File: src/rtl/ssp_pkg.sv
// Shared types and constants for the SSP serial-clock frame sequencer.
package ssp_pkg;

  typedef enum logic [1:0] {IDLE, LEAD, ACTIVE, TRAIL} ssp_state_e;

  localparam int unsigned DSS_MIN        = 3;
  localparam int unsigned DSS_RESERVED_N = 4;
  localparam logic [1:0]  FRF_SPI        = 2'b00;

endpackage

File: src/rtl/ssp_half_period_cntr.sv
// Half-period counter: counts SSPCLKDIV ticks and flags the tick that ends each SCLK half period.
module ssp_half_period_cntr #(
  parameter int unsigned SCR_W = 8
) (
  input  logic             SSPCLK,
  input  logic             SSPRST,
  input  logic             clear,
  input  logic             SSPCLKDIV,
  input  logic [SCR_W-1:0] scr,
  output logic             half_tick
);

  logic [SCR_W-1:0] scr_cnt;

  assign half_tick = SSPCLKDIV & (scr_cnt == scr);

  always_ff @(posedge SSPCLK) begin
    if (SSPRST || clear) begin
      scr_cnt <= '0;
    end else if (half_tick) begin
      scr_cnt <= '0;
    end else if (SSPCLKDIV) begin
      scr_cnt <= scr_cnt + SCR_W'(1);
    end
  end

endmodule

File: src/rtl/ssp_sclk_sequencer.sv
// SPI-master frame sequencer: SCLK/FSS generation plus shift/sample strobes per frame.
// Build option SSP_SCLK_CONT_FSS_EN: back-to-back SPH=1 frames keep FSS low.
module ssp_sclk_sequencer
  import ssp_pkg::*;
#(
  parameter int unsigned SCR_W = 8,
  parameter int unsigned DSS_W = 4
) (
  input  logic             SSPCLK,
  input  logic             SSPRST,
  input  logic             SSE,
  input  logic             SSPCLKDIV,
  input  logic             SPO,
  input  logic             SPH,
  input  logic [DSS_W-1:0] DSS,
  input  logic [SCR_W-1:0] SCR,
  input  logic             TxValid,
  output logic             TxReady,
  output logic             ShiftEn,
  output logic             SampleEn,
  output logic [DSS_W-1:0] BitCnt,
  output logic             RxValid,
  output logic             Busy,
  output logic             SSPCLKOUT,
  output logic             SSPFSSOUT
);

  localparam int unsigned N_W = DSS_W + 1;
  localparam int unsigned E_W = DSS_W + 2;

  ssp_state_e       state;
  logic             spo_l;
  logic             sph_l;
  logic [SCR_W-1:0] scr_l;
  logic [N_W-1:0]   n_l;
  logic [N_W-1:0]   n_sel;
  logic [E_W-1:0]   edge_cnt;
  logic [E_W-1:0]   edge_nxt;
  logic [E_W-1:0]   edge_last;
  logic             half_tick;
  logic             cnt_clear;
  logic             cont_start;
  logic             start;

  // Reserved data sizes fall back to the minimum 4-bit frame.
  assign n_sel     = (DSS < DSS_W'(DSS_MIN)) ? N_W'(DSS_RESERVED_N) : N_W'(DSS) + N_W'(1);
  assign edge_nxt  = edge_cnt + E_W'(1);
  assign edge_last = {n_l, 1'b0};

`ifdef SSP_SCLK_CONT_FSS_EN
  assign cont_start = (state == TRAIL) & half_tick & sph_l & TxValid & SSE;
`else
  assign cont_start = 1'b0;
`endif

  assign TxReady   = ((state == IDLE) & SSE) | cont_start;
  assign start     = TxValid & TxReady;
  assign cnt_clear = (state == IDLE) | start;

  ssp_half_period_cntr #(.SCR_W(SCR_W)) u_half_period_cntr (
    .SSPCLK    (SSPCLK),
    .SSPRST    (SSPRST),
    .clear     (cnt_clear),
    .SSPCLKDIV (SSPCLKDIV),
    .scr       (scr_l),
    .half_tick (half_tick)
  );

  always_ff @(posedge SSPCLK) begin
    if (SSPRST) begin
      state     <= IDLE;
      spo_l     <= 1'b0;
      sph_l     <= 1'b0;
      scr_l     <= '0;
      n_l       <= N_W'(DSS_RESERVED_N);
      edge_cnt  <= '0;
      BitCnt    <= '0;
      ShiftEn   <= 1'b0;
      SampleEn  <= 1'b0;
      RxValid   <= 1'b0;
      Busy      <= 1'b0;
      SSPCLKOUT <= 1'b0;
      SSPFSSOUT <= 1'b1;
    end else begin
      ShiftEn  <= 1'b0;
      SampleEn <= 1'b0;
      RxValid  <= 1'b0;
      if (!SSE) begin
        state     <= IDLE;
        Busy      <= 1'b0;
        SSPFSSOUT <= 1'b1;
        SSPCLKOUT <= SPO;
        BitCnt    <= '0;
        edge_cnt  <= '0;
      end else begin
        if (start) begin
          spo_l <= SPO;
          sph_l <= SPH;
          scr_l <= SCR;
          n_l   <= n_sel;
        end
        unique case (state)
          IDLE: begin
            SSPCLKOUT <= SPO;
            if (start) begin
              state     <= LEAD;
              Busy      <= 1'b1;
              SSPFSSOUT <= 1'b0;
              edge_cnt  <= '0;
              BitCnt    <= '0;
              ShiftEn   <= ~SPH;
            end
          end
          LEAD: begin
            SSPCLKOUT <= spo_l;
            if (half_tick) state <= ACTIVE;
          end
          // Odd/even edge role swaps with phase; the final edge never shifts.
          ACTIVE: begin
            if (half_tick) begin
              SSPCLKOUT <= ~SSPCLKOUT;
              edge_cnt  <= edge_nxt;
              if (edge_nxt[0] ^ sph_l) begin
                SampleEn <= 1'b1;
                BitCnt   <= BitCnt + DSS_W'(1);
              end else if (edge_nxt != edge_last) begin
                ShiftEn <= 1'b1;
              end
              if (edge_nxt == edge_last) state <= TRAIL;
            end
          end
          TRAIL: begin
            SSPCLKOUT <= spo_l;
            if (half_tick) begin
              RxValid <= 1'b1;
              if (cont_start) begin
                state     <= ACTIVE;
                SSPCLKOUT <= SPO;
                edge_cnt  <= '0;
                BitCnt    <= '0;
                ShiftEn   <= ~SPH;
              end else begin
                state     <= IDLE;
                Busy      <= 1'b0;
                SSPFSSOUT <= 1'b1;
              end
            end
          end
          default: state <= IDLE;
        endcase
      end
    end
  end

endmodule

File: config.mk
export PLATFORM = sky130hd
export DESIGN_NAME = ssp_sclk_sequencer
export DESIGN_NICKNAME = d
export VERILOG_FILES = /design/src/rtl/ssp_pkg.sv /design/src/rtl/ssp_half_period_cntr.sv /design/src/rtl/ssp_sclk_sequencer.sv
export SDC_FILE = /design/constraint.sdc
export NUM_CORES = 1
export LEC_CHECK = 0
export CELL_PAD_IN_SITES_DETAIL_PLACEMENT = 2
export CELL_PAD_IN_SITES_GLOBAL_PLACEMENT = 2
export CORE_ASPECT_RATIO = 0.7
export CORE_MARGIN = 2
export CORE_UTILIZATION = 29
export CTS_CLUSTER_DIAMETER = 150
export CTS_CLUSTER_SIZE = 12
export DETAILED_ROUTE_END_ITERATION = 8
export PLACE_DENSITY = 0.88
export SLEW_MARGIN = 40
export SYNTH_ARGS = -nofsm -noshare
export SYNTH_HDL_FRONTEND = slang
export SYNTH_SLANG_ARGS = --single-unit
File: constraint.sdc
create_clock -name SSPCLK -period 1.85 [get_ports SSPCLK]
set_clock_uncertainty 0.05 [all_clocks]
set_input_delay 0.37 -clock SSPCLK [delete_from_list [all_inputs] [get_ports SSPCLK]]
set_output_delay 0.37 -clock SSPCLK [all_outputs]
set_load 0.05 [all_outputs]
==> out/summary.json, run 1 <==
{
  "outcome": {"value": "complete, but fails checks"},
  "failed_checks": {"value": "negative setup slack"},
  "count_of_routing_violations_after_the_opening_detailed_route_iteration": {"value": 64},
  "post_dr_wirelength_cell": {"value": 19.11, "unit": "µm"},
  "mostFrequentLayoutCells": {"value": "sky130_fd_sc_hd__buf_4, sky130_fd_sc_hd__nand2_1, sky130_fd_sc_hd__dfxtp_1"},
  "crit_type": {"value": "reg2reg"},
  "route.vias.total": {"value": 2014},
  "timing.critical_path.arrival": {"value": 2100, "unit": "ps"},
  "floorplan.die.width": {"value": 104.0, "unit": "µm"},
  "die_h": {"value": 74.01, "unit": "µm"},
  "setup_viol": {"value": 3},
  "drc": {"value": 0},
  "power_frac_clock": {"value": 37.9, "unit": "%"},
  "netSwitchingPower": {"value": 0.5772, "unit": "mW"},
  "grt_pass1_vias": {"value": 2222},
  "r2r_cells": {"value": 6},
  "vias_per_cell": {"value": 4.985},
  "power.static_leakage": {"value": 1.164, "unit": "nW"},
  "antenna-diode-count": {"value": 0},
  "max_slew_margin": {"value": 65.66, "unit": "%"},
  "post_syn_instances": {"value": 244},
  "global_placer_s_final_weighted_congestion": {"value": 0.7816},
  "yosysWarningCount": {"value": 0},
  "cts.sink_count": {"value": 41},
  "timing.final.hold_violations": {"value": 0},
  "fin_hold_ws": {"value": 425.6, "unit": "ps"},
  "synthesis.nets": {"value": 271},
  "track_usage": {"value": 19.77, "unit": "%"},
  "vdd_ir_drop_max": {"value": 0.2522, "unit": "mV"},
  "drv.max_cap_violation_count": {"value": 0},
  "hold-path-cell-count": {"value": 2},
  "tightest_slew": {"value": 513.3, "unit": "ps"},
  "mostFrequentLayoutCell": {"value": "sky130_fd_sc_hd__buf_4"},
  "ys_dominant_reg_cell": {"value": "sky130_fd_sc_hd__dfxtp_1"},
  "maximum_number_of_buffers_from_clock_root_to_sink": {"value": 2},
  "layout.filler_cells": {"value": 743},
  "utilization": {"value": 44.48, "unit": "%"},
  "cts_tree": {"value": "built"},
  "synth_enable_flop_cells": {"value": 0},
  "grt_antenna_before_repair": {"value": 0},
  "grt_remaining_overflow": {"value": 0},
  "clk-insertion-delay-late": {"value": 310, "unit": "ps"},
  "ctsHtreeMaxLevel": {"value": 2},
  "detail-route-antenna-nets": {"value": 0},
  "share_comb_of_total_power": {"value": 18.0, "unit": "%"},
  "numCtsBuffers": {"value": 5},
  "synth_cell_types": {"value": 37},
  "hold_path_class": {"value": "reg2reg"},
  "clk_transition_reported_paths": {"value": 90, "unit": "ps"},
  "routed_wl": {"value": 7719, "unit": "µm"},
  "syn_area": {"value": 2031, "unit": "µm²"},
  "first_pass_iteration_count_of_the_detailed_router": {"value": 4},
  "areaGrowthSynthToFinish": {"value": 48.00, "unit": "%"},
  "fraction_of_layout_instances_using_a_drive_strength_above_1": {"value": 30.00, "unit": "%"},
  "row_count": {"value": 25},
  "synth.yosys.seq_area_share": {"value": 40.42, "unit": "%"},
  "final_cycle_share": {"value": 104.4, "unit": "%"},
  "final_critical_path_setup_slack": {"value": -81.31, "unit": "ps"},
  "power_switching_share": {"value": 27.49, "unit": "%"},
  "start_util": {"value": 30.06, "unit": "%"},
  "synth_async_sr_flop_share": {"value": 0, "unit": "%"},
  "powerDensity": {"value": 698.5, "unit": "nW/µm²"},
  "post-place-ws": {"value": -426.0, "unit": "ps"},
  "buffer_cell_driving_the_clock_tree_root": {"value": "sky130_fd_sc_hd__clkbuf_8"},
  "timing.critical_path.required": {"value": 2020, "unit": "ps"},
  "cellInternalPower": {"value": 1.522, "unit": "mW"},
  "critPathCaptureType": {"value": "register"},
  "worst-path-max-fanout": {"value": 4},
  "io_buffer_count": {"value": 29},
  "final_min_period": {"value": 1931, "unit": "ps"},
  "area_of_the_core": {"value": 6756, "unit": "µm²"},
  "grt_setup_unrepaired": {"value": "yes"},
  "syn_avg_cell_area": {"value": 8.323, "unit": "µm²"},
  "nets": {"value": 336},
  "grt_start_max_net_pins": {"value": 22},
  "ys_ff_latch": {"value": 41},
  "detailed_place_hpwl": {"value": 5283, "unit": "µm"},
  "max_clock_freq": {"value": 517.8, "unit": "MHz"},
  "global_route_wire_length_before_repair": {"value": 11700, "unit": "µm"},
  "cts_hold_repair.buffers": {"value": 0},
  "die-area": {"value": 7698, "unit": "µm²"},
  "cp-start-kind": {"value": "register"},
  "io_pins": {"value": 30},
  "timing.final.max_slew_violations": {"value": 0},
  "flop_pwr_share": {"value": 44.1, "unit": "%"}
}
[kinds of logic after synthesis]
group | after synthesis | share of synthesized area (%)
xor+xnor | 28 | 12.45
compound gates | 42 | 13.12
simple gates | 106 | 23.91
fa+ha+maj | 8 | 4.929
flops | 41 | 40.42
mux | 3 | 1.479
buf+inv | 16 | 3.697
[state kept, by name (all words and copies together), names as in the netlist, 2 cells and up]
name                        flops
state                           2
n_l                             5
scr_l                           8
edge_cnt                        6
BitCnt                          4
u_half_period_cntr.scr_cnt      8
[critical path: stages (launching register included)]
cell and delay [ps]:
sky130_fd_sc_hd__dfxtp_1 350, sky130_fd_sc_hd__xnor2_2 210, sky130_fd_sc_hd__nand4_4 180, sky130_fd_sc_hd__o41ai_4 420, sky130_fd_sc_hd__nand2_1 140, sky130_fd_sc_hd__or3_1 320, sky130_fd_sc_hd__a21oi_1 170
[what timing repair did]
item	in CTS	in global routing
pin swaps	6	18
resized for setup	23	19
setup endpoints to repair	15	15
gates cloned	0	0
setup buffers	2	1
[cells in the mapped netlist, drive strengths merged (2+ instances only)]
| library cell | n | share of area, % |
|---|---|---|
| dfxtp | 41 | 40 |
| nand2 | 40 | 7.5 |
| nor2 | 27 | 5.0 |
| a21oi | 21 | 5.2 |
| xnor2 | 16 | 7.3 |
| nand3 | 13 | 3.2 |
| xor2 | 12 | 5.2 |
| o21ai | 9 | 2.2 |
| ha | 8 | 4.9 |
| clkbuf | 7 | 1.3 |
| inv | 6 | 1.1 |
| nand4 | 6 | 2.2 |
| nor3 | 5 | 1.2 |
| and3 | 4 | 1.2 |
| buf | 3 | 1.3 |
| mux2i | 3 | 1.5 |
| nand2b | 3 | 0.92 |
| or3 | 3 | 0.92 |
| a211oi | 2 | 0.74 |
| and2 | 2 | 0.62 |
| o211a | 2 | 0.99 |
[layout make-up]
| type | instances | area (µm²) | share of cell area (%) |
|---|---|---|---|
| Timing Repair Buffer | 68 | 601.8 | 20.02 |
| Clock inverter | 2 | 37.54 | 1.249 |
| Clock buffer | 6 | 82.58 | 2.748 |
| Tap cell | 94 | 117.6 | 3.913 |
| Inverter | 6 | 22.52 | 0.7494 |
| Sequential cell | 41 | 832.0 | 27.69 |
| Multi-Input combinational cell | 187 | 1311 | 43.63 |
[metrics by stage]
step | total power [mW] | TNS (ps) | instances | instance area, µm²
after CTS | 2.085 | 0 | 403 | 2918
final | 2.099 | -155.5 | 404 | 3005
after global placement | 1.238 | -4169 | 393 | 2656
after detailed placement | 1.258 | -5509 | 393 | 2656
after global routing | 2.184 | -936.2 | 404 | 3005
after floorplan | 1.094 | 0 | 244 | 2033
[final timing paths]
check              end     start  slack (ps)
min             n_l[4]    n_l[4]         430
max reg2reg  BitCnt[2]  scr_l[7]         -80
min reg2reg     n_l[4]    n_l[4]         430
max          BitCnt[2]  scr_l[7]         -80
[power groups by stage]
stage	logic, mW	registers [mW]	clock network, mW
3_5_place_dp	0.314	0.944	0
6_report	0.378	0.926	0.795
2_1_floorplan	0.139	0.955	0
4_1_cts	0.356	0.925	0.805
3_3_place_gp	0.296	0.942	0
5_1_grt	0.406	0.929	0.849
[layer usage]
| layer | share of wire [%] | GRT usage, % |
|---|---|---|
| met3 | 3.1 | 3.593 |
| met5 | 0 | 0 |
| met4 | 0.57 | 4.054 |
| met1 | 47 | 24.58 |
| met2 | 49 | 36.77 |
(Power assumes the default switching activity.)
==> inputs of run 2 (changes only) <==
--- a/config.mk
+++ b/config.mk
@@ -5,7 +5,7 @@
 export SDC_FILE = /design/constraint.sdc
 export NUM_CORES = 1
 export LEC_CHECK = 0
-export CELL_PAD_IN_SITES_DETAIL_PLACEMENT = 2
+export CELL_PAD_IN_SITES_DETAIL_PLACEMENT = 1
 export CELL_PAD_IN_SITES_GLOBAL_PLACEMENT = 2
 export CORE_ASPECT_RATIO = 0.7
 export CORE_MARGIN = 2
==> run 2 against run 1 <==
  * The flow now finishes without violations
  * Largest cell class unchanged
  * Non-clock buffer count unchanged
  * Sequential share of layout area about the same
  * Highest routed layer unchanged
  * Fmax up 6.1%
  * Largest power group unchanged
  * Register-to-register slack better by 120 ps
  * Design area down 0.21%
  * First-iteration DRC count down 17%
==> out/summary.json, run 2 (same netlist as run 1, synthesis figures left out) <==
{
  "clk-insertion-delay-late": {"value": 310, "unit": "ps", "change": "about the same"},
  "track_usage": {"value": 16.58, "unit": "%", "change": "-3.2 points"},
  "global_route_wire_length_before_repair": {"value": 10050, "unit": "µm", "change": "-14%"},
  "area_of_the_core": {"value": 6756, "unit": "µm²", "change": "unchanged"},
  "capture_point_of_the_worst_reg_to_reg_path": {"value": "edge_cnt[3]"},
  "grt_setup_unrepaired": {"value": "yes"},
  "io_buffer_count": {"value": 29, "change": "unchanged"},
  "powerDensity": {"value": 680.7, "unit": "nW/µm²", "change": "-2.6%"},
  "row_count": {"value": 25, "change": "unchanged"},
  "nets": {"value": 336, "change": "unchanged"},
  "io_pins": {"value": 30, "change": "unchanged"},
  "mostFrequentLayoutCell": {"value": "sky130_fd_sc_hd__buf_4"},
  "setup.reg_to_reg.worst_slack": {"value": 40, "unit": "ps", "change": "+120 ps"},
  "holdCritStartpoint": {"value": "spo_l"},
  "grt_start_max_net_pins": {"value": 22, "change": "unchanged"},
  "reg2reg_from": {"value": "scr_l[0]"},
  "max_clock_freq": {"value": 549.2, "unit": "MHz", "change": "+6.1%"},
  "grt_pass1_vias": {"value": 2067, "change": "-7.0%"},
  "fin_tns_setup": {"value": 0, "unit": "ps", "change": "+155.5 ps"},
  "drv.max_cap_violation_count": {"value": 0, "change": "unchanged"},
  "floorplan.die.width": {"value": 104.0, "unit": "µm", "change": "unchanged"},
  "cts.sink_count": {"value": 41, "change": "unchanged"},
  "clk_transition_reported_paths": {"value": 80, "unit": "ps", "change": "about the same"},
  "final_cycle_share": {"value": 98.42, "unit": "%", "change": "-6.0 points"},
  "route.vias.total": {"value": 1941, "change": "-3.6%"},
  "mostFrequentLayoutCells": {"value": "sky130_fd_sc_hd__buf_4, sky130_fd_sc_hd__nand2_1, sky130_fd_sc_hd__dfxtp_1"},
  "areaGrowthSynthToFinish": {"value": 47.69, "unit": "%"},
  "numCtsBuffers": {"value": 5, "change": "unchanged"},
  "fraction_of_layout_instances_using_a_drive_strength_above_1": {"value": 29.03, "unit": "%", "change": "-0.97 points"},
  "biggestRegsByFlops": {"value": "scr_l: 8 flops, u_half_period_cntr.scr_cnt: 8 flops, edge_cnt: 6 flops"},
  "worst-path-max-fanout": {"value": 21, "change": "+17"},
  "maximum_number_of_buffers_from_clock_root_to_sink": {"value": 2, "change": "unchanged"},
  "critPathCaptureType": {"value": "register"},
  "ctsHtreeMaxLevel": {"value": 2, "change": "unchanged"},
  "antenna-diode-count": {"value": 0, "change": "unchanged"},
  "detailed_place_hpwl": {"value": 4482, "unit": "µm", "change": "-15%"},
  "r2r_cells": {"value": 7, "change": "+1"},
  "vias_per_cell": {"value": 4.804, "change": "-3.6%"},
  "outcome": {"value": "finished clean"},
  "routed_wl": {"value": 6368, "unit": "µm", "change": "-18%"},
  "cts_tree": {"value": "built"},
  "count_of_routing_violations_after_the_opening_detailed_route_iteration": {"value": 53, "change": "-17%"},
  "die-area": {"value": 7698, "unit": "µm²", "change": "unchanged"},
  "grt_antenna_before_repair": {"value": 0, "change": "unchanged"},
  "finish.instance_area": {"value": 2999, "unit": "µm²", "change": "-0.21%"},
  "drc": {"value": 0, "change": "unchanged"},
  "start_util": {"value": 30.06, "unit": "%", "change": "unchanged"},
  "timing.final.hold_violations": {"value": 0, "change": "unchanged"},
  "hold-path-cell-count": {"value": 2, "change": "unchanged"},
  "post_dr_wirelength_cell": {"value": 15.76, "unit": "µm", "change": "-18%"},
  "max_slew_margin": {"value": 76.96, "unit": "%", "change": "+11 points"},
  "tightest_slew": {"value": 343.2, "unit": "ps", "change": "-170.2 ps"},
  "global_placer_s_final_weighted_congestion": {"value": 0.7816, "change": "unchanged"},
  "timing.critical_path.arrival": {"value": 2030, "unit": "ps", "change": "-70 ps"},
  "final_min_period": {"value": 1821, "unit": "ps", "change": "-110.6 ps"},
  "crit_type": {"value": "in2reg"},
  "die_h": {"value": 74.01, "unit": "µm", "change": "unchanged"},
  "cp-start-kind": {"value": "input pin"},
  "whs_endpoint": {"value": "spo_l"},
  "timing.critical_path.required": {"value": 2060, "unit": "ps", "change": "+40 ps"},
  "power.static_leakage": {"value": 1.152, "unit": "nW", "change": "-1.1%"},
  "grt_remaining_overflow": {"value": 0, "change": "unchanged"},
  "utilization": {"value": 44.39, "unit": "%", "change": "-0.093 points"},
  "first_pass_iteration_count_of_the_detailed_router": {"value": 4, "change": "unchanged"},
  "buffer_cell_driving_the_clock_tree_root": {"value": "sky130_fd_sc_hd__clkbuf_8"},
  "setup_viol": {"value": 0, "change": "-3"},
  "placement.cell_area": {"value": 2656, "unit": "µm²", "change": "unchanged"},
  "hold_path_class": {"value": "reg2reg"},
  "detail-route-antenna-nets": {"value": 0, "change": "unchanged"},
  "timing.final.max_slew_violations": {"value": 0, "change": "unchanged"},
  "vdd_ir_drop_max": {"value": 0.2688, "unit": "mV", "change": "+6.6%"}
}
run 2: cell types whose count changed in the layout (fill, tap and decap cells not counted), sizes merged:
cell	delta
clkbuf	-1
dlygate4sd2	+1
dlymetal6s2s	-1
clkinv	+1
run 2: cell type report:
type | count | area [µm²]
Sequential cell | 41 | 830.8
Inverter | 6 | 22.52
Fill cell | 814 | 3757
Multi-Input combinational cell | 187 | 1315
Clock inverter | 3 | 46.29
Tap cell | 94 | 117.6
Timing Repair Buffer | 68 | 598.1
Clock buffer | 5 | 68.82
run 2: worst max-delay path: stages:
cell and delay (ps):
sky130_fd_sc_hd__clkdlybuf4s50_1 540, sky130_fd_sc_hd__nand3_4 130, sky130_fd_sc_hd__buf_8 190, sky130_fd_sc_hd__o21ai_1 100, sky130_fd_sc_hd__buf_4 150, sky130_fd_sc_hd__nand2_2 50, sky130_fd_sc_hd__or4_1 420, sky130_fd_sc_hd__nand2_1 80
run 2: metrics by stage:
step                      instances  power, mW  hold WS, ps  worst slack, ps
final                           404      2.041        421.6            29.30
after global routing            404      2.145        448.2           -57.03
after CTS                       402      2.012        430.0            1.338
after detailed placement        393      1.248        417.4           -373.7
after global placement          393      1.238        402.4           -358.7
after floorplan                 244      1.094        382.9            6.517
run 2: per-layer routing:
| layer | wire length (µm) | global-route usage, % | part of all wire (%) |
|---|---|---|---|
| met1 | 3030 | 22.37 | 48 |
| met2 | 3078 | 27.34 | 48 |
| met3 | 216 | 3.418 | 3.4 |
| met4 | 42 | 4.955 | 0.66 |
| met5 | 0 | 0 | 0 |
run 2: what timing repair did:
action	4_1_cts	5_1_grt
pin swaps	4	10
cloned	0	0
setup buffers	1	2
endpoints found under the setup margin	10	15
gates resized for setup	9	31
hold buffers	0	0
run 2: worst max-delay path by stage:
| stage | start | end | slack, ps | cells after the start |
|---|---|---|---|---|
| floorplan | state[0] | edge_cnt[3] | 7 | 8 |
| global placement | SSE | state[1] | -360 | 6 |
| detailed placement | SSE | state[1] | -370 | 6 |
| CTS | state[0] | edge_cnt[3] | 1 | 7 |
| global route | scr_l[1] | BitCnt[2] | -60 | 7 |
| finish | TxValid | edge_cnt[3] | 30 | 8 |
run 2: where the power goes:
group | total (mW) | switching, mW | internal [mW]
logic | 0.363 | 0.187 | 0.176
registers | 0.925 | 0.0204 | 0.905
clock network | 0.753 | 0.349 | 0.404
==> inputs of run 3 (changes only) <==
--- a/config.mk
+++ b/config.mk
@@ -11,7 +11,7 @@
 export CORE_MARGIN = 2
 export CORE_UTILIZATION = 29
 export CTS_CLUSTER_DIAMETER = 150
-export CTS_CLUSTER_SIZE = 12
+export CTS_CLUSTER_SIZE = 25
 export DETAILED_ROUTE_END_ITERATION = 8
 export PLACE_DENSITY = 0.88
 export SLEW_MARGIN = 40
==> results of run 3 <==
No change in the layout: final DEF, timing and power equal those of run 2.
